--- src/rtl/child_collect_pkg.sv ---
// Shared parameters and types for the child channel collector/arbiter.
package child_collect_pkg;

  localparam int NUM_CH_DEF = 5;
  localparam int ID_W       = 3;
  localparam int XCNT_W     = 16;

  typedef logic [ID_W-1:0] ch_idx_t;

endpackage

--- src/rtl/child_collect_arb_rr_arbiter.sv ---
// Round-robin priority search: first requester strictly after last_grant, wrapping.
module rr_arbiter
  import child_collect_pkg::*;
#(
  parameter int N = NUM_CH_DEF
) (
  input  logic [N-1:0] req,
  input  ch_idx_t      last_grant,
  output logic [N-1:0] grant,
  output ch_idx_t      grant_idx
);

  // Walk N slots starting one past last_grant; the first hit wins.
  always_comb begin
    int   idx;
    logic found;
    logic hit;
    grant     = '0;
    grant_idx = '0;
    found     = 1'b0;
    hit       = 1'b0;
    idx       = 0;
    for (int k = 1; k <= N; k++) begin
      idx = int'(last_grant) + k;
      idx = (idx >= N) ? (idx - N) : idx;
      hit = req[idx] & ~found;
      grant[idx] = hit;
      grant_idx  = hit ? ch_idx_t'(idx) : grant_idx;
      found      = found | hit;
    end
  end

endmodule

--- src/rtl/child_collect_arb.sv ---
// Merges NUM_CH child valid/ready channels onto one registered upstream port.
module child_collect_arb
  import child_collect_pkg::*;
#(
  parameter int NUM_CH = NUM_CH_DEF,
  parameter int DATA_W = 8
) (
  input  logic                     clk,
  input  logic                     rst_n,
  input  logic [NUM_CH-1:0]        in_valid,
  input  logic [NUM_CH*DATA_W-1:0] in_data,
  output logic [NUM_CH-1:0]        in_ready,
  output logic                     out_valid,
  output logic [DATA_W-1:0]        out_data,
  output logic [ID_W-1:0]          out_src,
  input  logic                     out_ready,
  output logic [XCNT_W-1:0]        xfer_cnt
);

  logic [NUM_CH-1:0] grant_s;
  ch_idx_t           grant_idx_s;
  logic              load_s;
  logic              in_fire_s;
  logic              unload_s;
  logic [DATA_W-1:0] sel_data_s;

  logic              out_valid_q, out_valid_d;
  logic [DATA_W-1:0] out_data_q, out_data_d;
  ch_idx_t           out_src_q, out_src_d;
  logic [XCNT_W-1:0] xfer_cnt_q, xfer_cnt_d;
  ch_idx_t           last_grant_q, last_grant_d;

  rr_arbiter #(
    .N (NUM_CH)
  ) u_rr (
    .req        (in_valid),
    .last_grant (last_grant_q),
    .grant      (grant_s),
    .grant_idx  (grant_idx_s)
  );

  // Handshake decode; in_ready is held low for the whole reset cycle.
  always_comb begin
    load_s    = ~out_valid_q | out_ready;
    in_ready  = grant_s & {NUM_CH{load_s & rst_n}};
    in_fire_s = |in_ready;
    unload_s  = out_valid_q & out_ready;
  end

  // Payload mux driven by the one-hot grant.
  always_comb begin
    sel_data_s = '0;
    for (int c = 0; c < NUM_CH; c++) begin
      sel_data_s = sel_data_s | (in_data[c*DATA_W +: DATA_W] & {DATA_W{grant_s[c]}});
    end
  end

  // Next state of the output stage and of the counter/pointer pair.
  always_comb begin
    out_valid_d  = out_valid_q;
    out_data_d   = out_data_q;
    out_src_d    = out_src_q;
    last_grant_d = last_grant_q;
    xfer_cnt_d   = xfer_cnt_q + {{(XCNT_W-1){1'b0}}, unload_s};
    if (in_fire_s) begin
      out_valid_d  = 1'b1;
      out_data_d   = sel_data_s;
      out_src_d    = grant_idx_s;
      last_grant_d = grant_idx_s;
    end else if (out_ready) begin
      out_valid_d = 1'b0;
    end else begin
      out_valid_d = out_valid_q;
    end
  end

  // Output register stage.
  always_ff @(posedge clk) begin
    if (!rst_n) begin
      out_valid_q <= 1'b0;
      out_data_q  <= '0;
      out_src_q   <= '0;
    end else begin
      out_valid_q <= out_valid_d;
      out_data_q  <= out_data_d;
      out_src_q   <= out_src_d;
    end
  end

  // Transfer counter and round-robin pointer.
  always_ff @(posedge clk) begin
    if (!rst_n) begin
      xfer_cnt_q   <= '0;
      last_grant_q <= ch_idx_t'(NUM_CH - 1);
    end else begin
      xfer_cnt_q   <= xfer_cnt_d;
      last_grant_q <= last_grant_d;
    end
  end

  assign out_valid = out_valid_q;
  assign out_data  = out_data_q;
  assign out_src   = out_src_q;
  assign xfer_cnt  = xfer_cnt_q;

endmodule

--- config.mk ---
export PLATFORM = sky130hd
export DESIGN_NAME = child_collect_arb
export DESIGN_NICKNAME = d
export VERILOG_FILES = /design/src/rtl/child_collect_pkg.sv /design/src/rtl/child_collect_arb_rr_arbiter.sv /design/src/rtl/child_collect_arb.sv
export SDC_FILE = /design/constraint.sdc
export NUM_CORES = 1
export LEC_CHECK = 0
export CAP_MARGIN = 5
export CORE_ASPECT_RATIO = 2
export CORE_UTILIZATION = 45
export CTS_CLUSTER_SIZE = 20
export DETAILED_ROUTE_END_ITERATION = 6
export PLACE_DENSITY_LB_ADDON = 0.2
export RECOVER_POWER = 25
export SETUP_SLACK_MARGIN = 0.5
export SLEW_MARGIN = 20
export SYNTH_ARGS = -nofsm -noshare
export SYNTH_HDL_FRONTEND = slang
export SYNTH_SLANG_ARGS = --single-unit
export TNS_END_PERCENT = 20
--- constraint.sdc ---
create_clock -name clk -period 7.2 [get_ports clk]
set_clock_uncertainty 0.05 [all_clocks]
set_input_delay 1.44 -clock clk [delete_from_list [all_inputs] [get_ports clk]]
set_output_delay 1.44 -clock clk [all_outputs]
set_load 0.01 [all_outputs]
==> metrics.md <==
| Metric | Value |
|---|---|
| Maximum buffer depth of the clock tree | 2 |
| Clock sinks | 29 |
| Top Ports | 81 |
| Post-synth top cells | nand2_1 (47), nor2_1 (40), dfxtp_1 (29), inv_1 (29) |
| VDD IR max | 0.238 mV |
| Syn Inst Count | 502 |
| Net switching power | 1.05 mW |
| Register-to-Register Path Depth | 21 |
| Largest net degree at the start of global routing | 36 |
| Layout cell share with drive strength beyond 1 | 0.0958 |
| Hold crit path type | register to register |
| Crit-path max FO | 11 |
| Initial antenna violation count | 0 |
| Core Util, Final | 0.598 |
| CTS buffer count | 5 |
| Drt first pass iters | 5 |
| HPWL after DPL | 10,700 microns |
| Worst-Margin Slew | 0.772 ns |
| Critical Path Sink Type | primary output |
| CTS root buf | clkbuf_16 |
| Hold_ws | 0.449 ns |
| Top FF cell, synth | dfxtp_1 |
| Tot Pwr | 2.01 mW |
| Static leakage | 1.90 nW |
| Critical path's largest stage delay | 0.61 ns |
| Vias in the first global route | 3,995 |
| Starting Density | 0.466 |
| Routed Antenna Nets | 0 |
| Post-synth EDFFs | 0 |
| Mux share of post-synthesis cell area | 0.0345 |
| Synth top area cells | dfxtp_1 (16%), ha_1 (8.5%), nand2_1 (4.8%) |
| DRC | 0 |
| Fill cell count | 755 |
| Simple-Gate Fraction of Synth Area | 0.285 |
| Tcrit/Tclk final | 0.900 |
| Most common cell in the synthesized netlist | nand2_1 |
| Largest family of logic cells by synthesized area | compound AO/OA/AOI/OAI gates |
| Fin worst setup slack | 0.720 ns |
| Post-CTS Setup Inserts | 0 |
| Worst Path Buf+Inv | 3 |
| Grt total ovfl | 0 |
| Worst path cell trace | clkdlybuf4s50_1 -> or4b_4 -> a32oi_2 -> o31a_2 -> a21oi_2 -> or4_4 -> a31oi_4 -> a31oi_4 -> or2_2 -> inv_1 -> clkdlybuf4s50_1 |
| Synth area leader | dfxtp_1 |
| Maxcap violations | 0 |
| Fin crit period | 6.48 ns |
| Drt wl/cell | 20.6 microns |
| Later-pin clock latency in the skew report | 0.27 ns |
| First-pass GRT wire length | 21,100 microns |
| ANT cells | 0 |
| Relative slew slack | 0.485 |
| Critical path's slowest cell | or4_4 |
| Hold Fails Final Rpt | 0 |
| Compound-Gate Fraction of Synth Area | 0.307 |
| Cell Area, Placed | 0.00458 sq mm |
| Die area | 0.00861 sq mm |
| Clock share of power | 0.122 |
| Reg2reg setup slack | 2.14 ns |
| M2 GR Usage | 0.631 |
| Row cnt | 46 |
| IO buf count | 80 |
| Die span in y | 130 microns |
| Hold-critical path endpoint | out_src[2] |
| Tot GR Track Use | 0.327 |
| Placed instance count | 662 |
| Post-CTS resize count | 0 |
| GR Util met3 | 0.0323 |
| Synthesis-stage register bit count | 29 |
| Sequential fraction of the synthesis area | 0.157 |
| Synthesis-to-layout area growth | 28.4% |
| Final setup viols | 0 |
| Cell variety after synth | 85 |
| DP Worst Slack | 0.749 ns |
| Adder-cell area share of the yosys netlist | 0.0900 |
| Final WL | 13,800 microns |
| FFs w/ async S/R, synth | 0 |
| Worst EP required | 5.71 ns |
| Switching Fraction | 0.523 |
| Xor and xnor area share after synthesis | 0.0450 |
| R2r endpoint | out_src[0] |
| Placer Congestion | 1.12 |
| Total number of vias | 4,190 |
| RSZ-0062 raised after global routing | no |
| Area of the mapped netlist | 0.00370 sq mm |
| Clock transition at the registers of the reported paths | 0.05 ns |
| Max Slew Vio Count | 0 |
| Largest delay contributor family on the critical path | simple AND/OR/NAND/NOR gates |
| WS Path Type | primary input to primary output |
| Warnings from Yosys | 0 |
| Final instance area | 0.00475 sq mm |
| Combinational power share | 0.778 |
| CTS tree | done |
| H-tree levels | 2 |
| Hold-fix buffers at CTS | 0 |
| Core Area | 0.00794 sq mm |
| Setup TNS Final | 0 ns |
| Hold path start | out_src[2] |
| Status | finished, final reports clean |
| Arrival time at the worst endpoint | 4.99 ns |
| Post-synthesis area per instance | 7.37 sq um |
| Mapped Nets | 576 |
| Fin nets | 647 |
| Global routing's busiest layer | met2 |
| Cell-internal power | 0.958 mW |
| Pwr dens | 423 mW/mm^2 |
| Final Instance Count excl. Fillers | 670 |
| Reg power frac | 0.100 |
| Drt first-iter violations | 291 |
| WHS Path Cells | 1 |
| Share of the synthesized area in the top cell type | 0.157 |
| Die width | 66.1 microns |
| Via density | 6.25 |
| CP Launch Type | primary input |
| Grt met1 use | 0.321 |
| Max Freq | 154 MHz |
| Reg-to-Reg Start | out_src[0] |
[worst register-to-register path, stage by stage, from the launching register on]
cell and delay (ns):
dfxtp_1 0.31, buf_4 0.19, clkinv_1 0.13, buf_4 0.23, ha_1 0.57, nand2b_1 0.34, nand3_1 0.13, ha_1 0.22
nand3b_1 0.15, nand2_1 0.07, ha_1 0.16, nor2b_1 0.27, o21ai_0 0.15, inv_1 0.16, nand2_1 0.10, o211a_1 0.13
o21ai_0 0.21, o311a_1 0.25, buf_4 0.19, and4_4 0.33, a21o_1 0.38, o221a_1 0.28
[placed cells by master, fill, tap and decap left out, types with 3 or more instances in the layout]
cell type | synthesis | layout
nand3b_1 | 4 | 4
inv_1 | 29 | 29
dfxtp_1 | 29 | 29
ha_1 | 25 | 25
a21oi_1 | 25 | 25
mux2i_1 | 6 | 6
dlygate4sd3_1 | 0 | 14
a21o_1 | 3 | 3
buf_4 | 3 | 19
o21ai_0 | 16 | 16
a31oi_1 | 7 | 7
a22o_1 | 8 | 8
nor2_1 | 40 | 40
nor3_1 | 11 | 11
mux2_2 | 4 | 4
or4_1 | 3 | 3
a32o_1 | 3 | 3
nand2b_1 | 11 | 11
a211o_1 | 3 | 3
nand2_1 | 47 | 47
nand4_1 | 5 | 5
clkbuf_16 | 0 | 5
nand3_1 | 24 | 24
a211oi_1 | 14 | 14
clkdlybuf4s50_1 | 0 | 66
xor2_1 | 12 | 12
o2111ai_1 | 3 | 3
a311oi_1 | 3 | 3
o22ai_1 | 12 | 12
nor3b_1 | 3 | 3
and2_1 | 7 | 6
a41oi_1 | 8 | 8
and3_1 | 17 | 17
o21ai_1 | 9 | 9
xnor2_1 | 7 | 7
nor2b_1 | 13 | 13
[worst max-delay path by stage]
| stage | start | end | slack, ns | cells after the start |
|---|---|---|---|---|
| 2_1_floorplan | out_src[0] | in_ready[4] | 1.84 | 19 |
| 3_3_place_gp | in_valid[2] | in_ready[4] | 0.83 | 11 |
| 5_1_grt | out_src[0] | in_ready[0] | 0.56 | 19 |
| 4_1_cts | in_valid[2] | in_ready[4] | 0.74 | 11 |
| 3_5_place_dp | in_valid[2] | in_ready[4] | 0.75 | 11 |
| 6_report | in_valid[2] | in_ready[4] | 0.72 | 11 |
[metal layers]
metal	part of all wire	vias up
met5	0	-
met4	0.060	0
met3	0.048	49
met2	0.55	179
met1	0.34	1972
li1	-	1990
[final cells by class]
class / instances / area (sq um) / area share
multi-input combinational: 408 / 2820 / 0.593
clock buffer: 6 / 139 / 0.0292
timing repair buffer: 99 / 943 / 0.199
inverter: 30 / 113 / 0.0237
tap: 96 / 120 / 0.0253
clock inverter: 2 / 37.5 / 0.00790
sequential: 29 / 581 / 0.122
[power by group through the flow]
stage	Sequential, mW	Combinational [mW]	Clock (mW)
finish	0.201	1.56	0.245
global route	0.203	1.69	0.255
CTS	0.201	1.54	0.247
detailed placement	0.204	1.53	0
floorplan	0.208	1.09	0
global placement	0.203	1.51	0
[sequential cells by signal (all words and copies together) (netlist names)]
register      cells
out_valid         1
out_data          8
xfer_cnt         16
out_src           3
last_grant_q      1
[kinds of logic (layout without fill, tap and decap cells)]
logic type / after synthesis / after routing
muxes: 11 / 11
buffers and inverters: 65 / 137
DFF: 29 / 29
AOI/OAI and AO/OA: 151 / 151
xor gates and xnor gates: 19 / 19
adders and majority gates: 26 / 26
and+or+nand+nor: 201 / 201
Power figures use the tool's default switching activity.
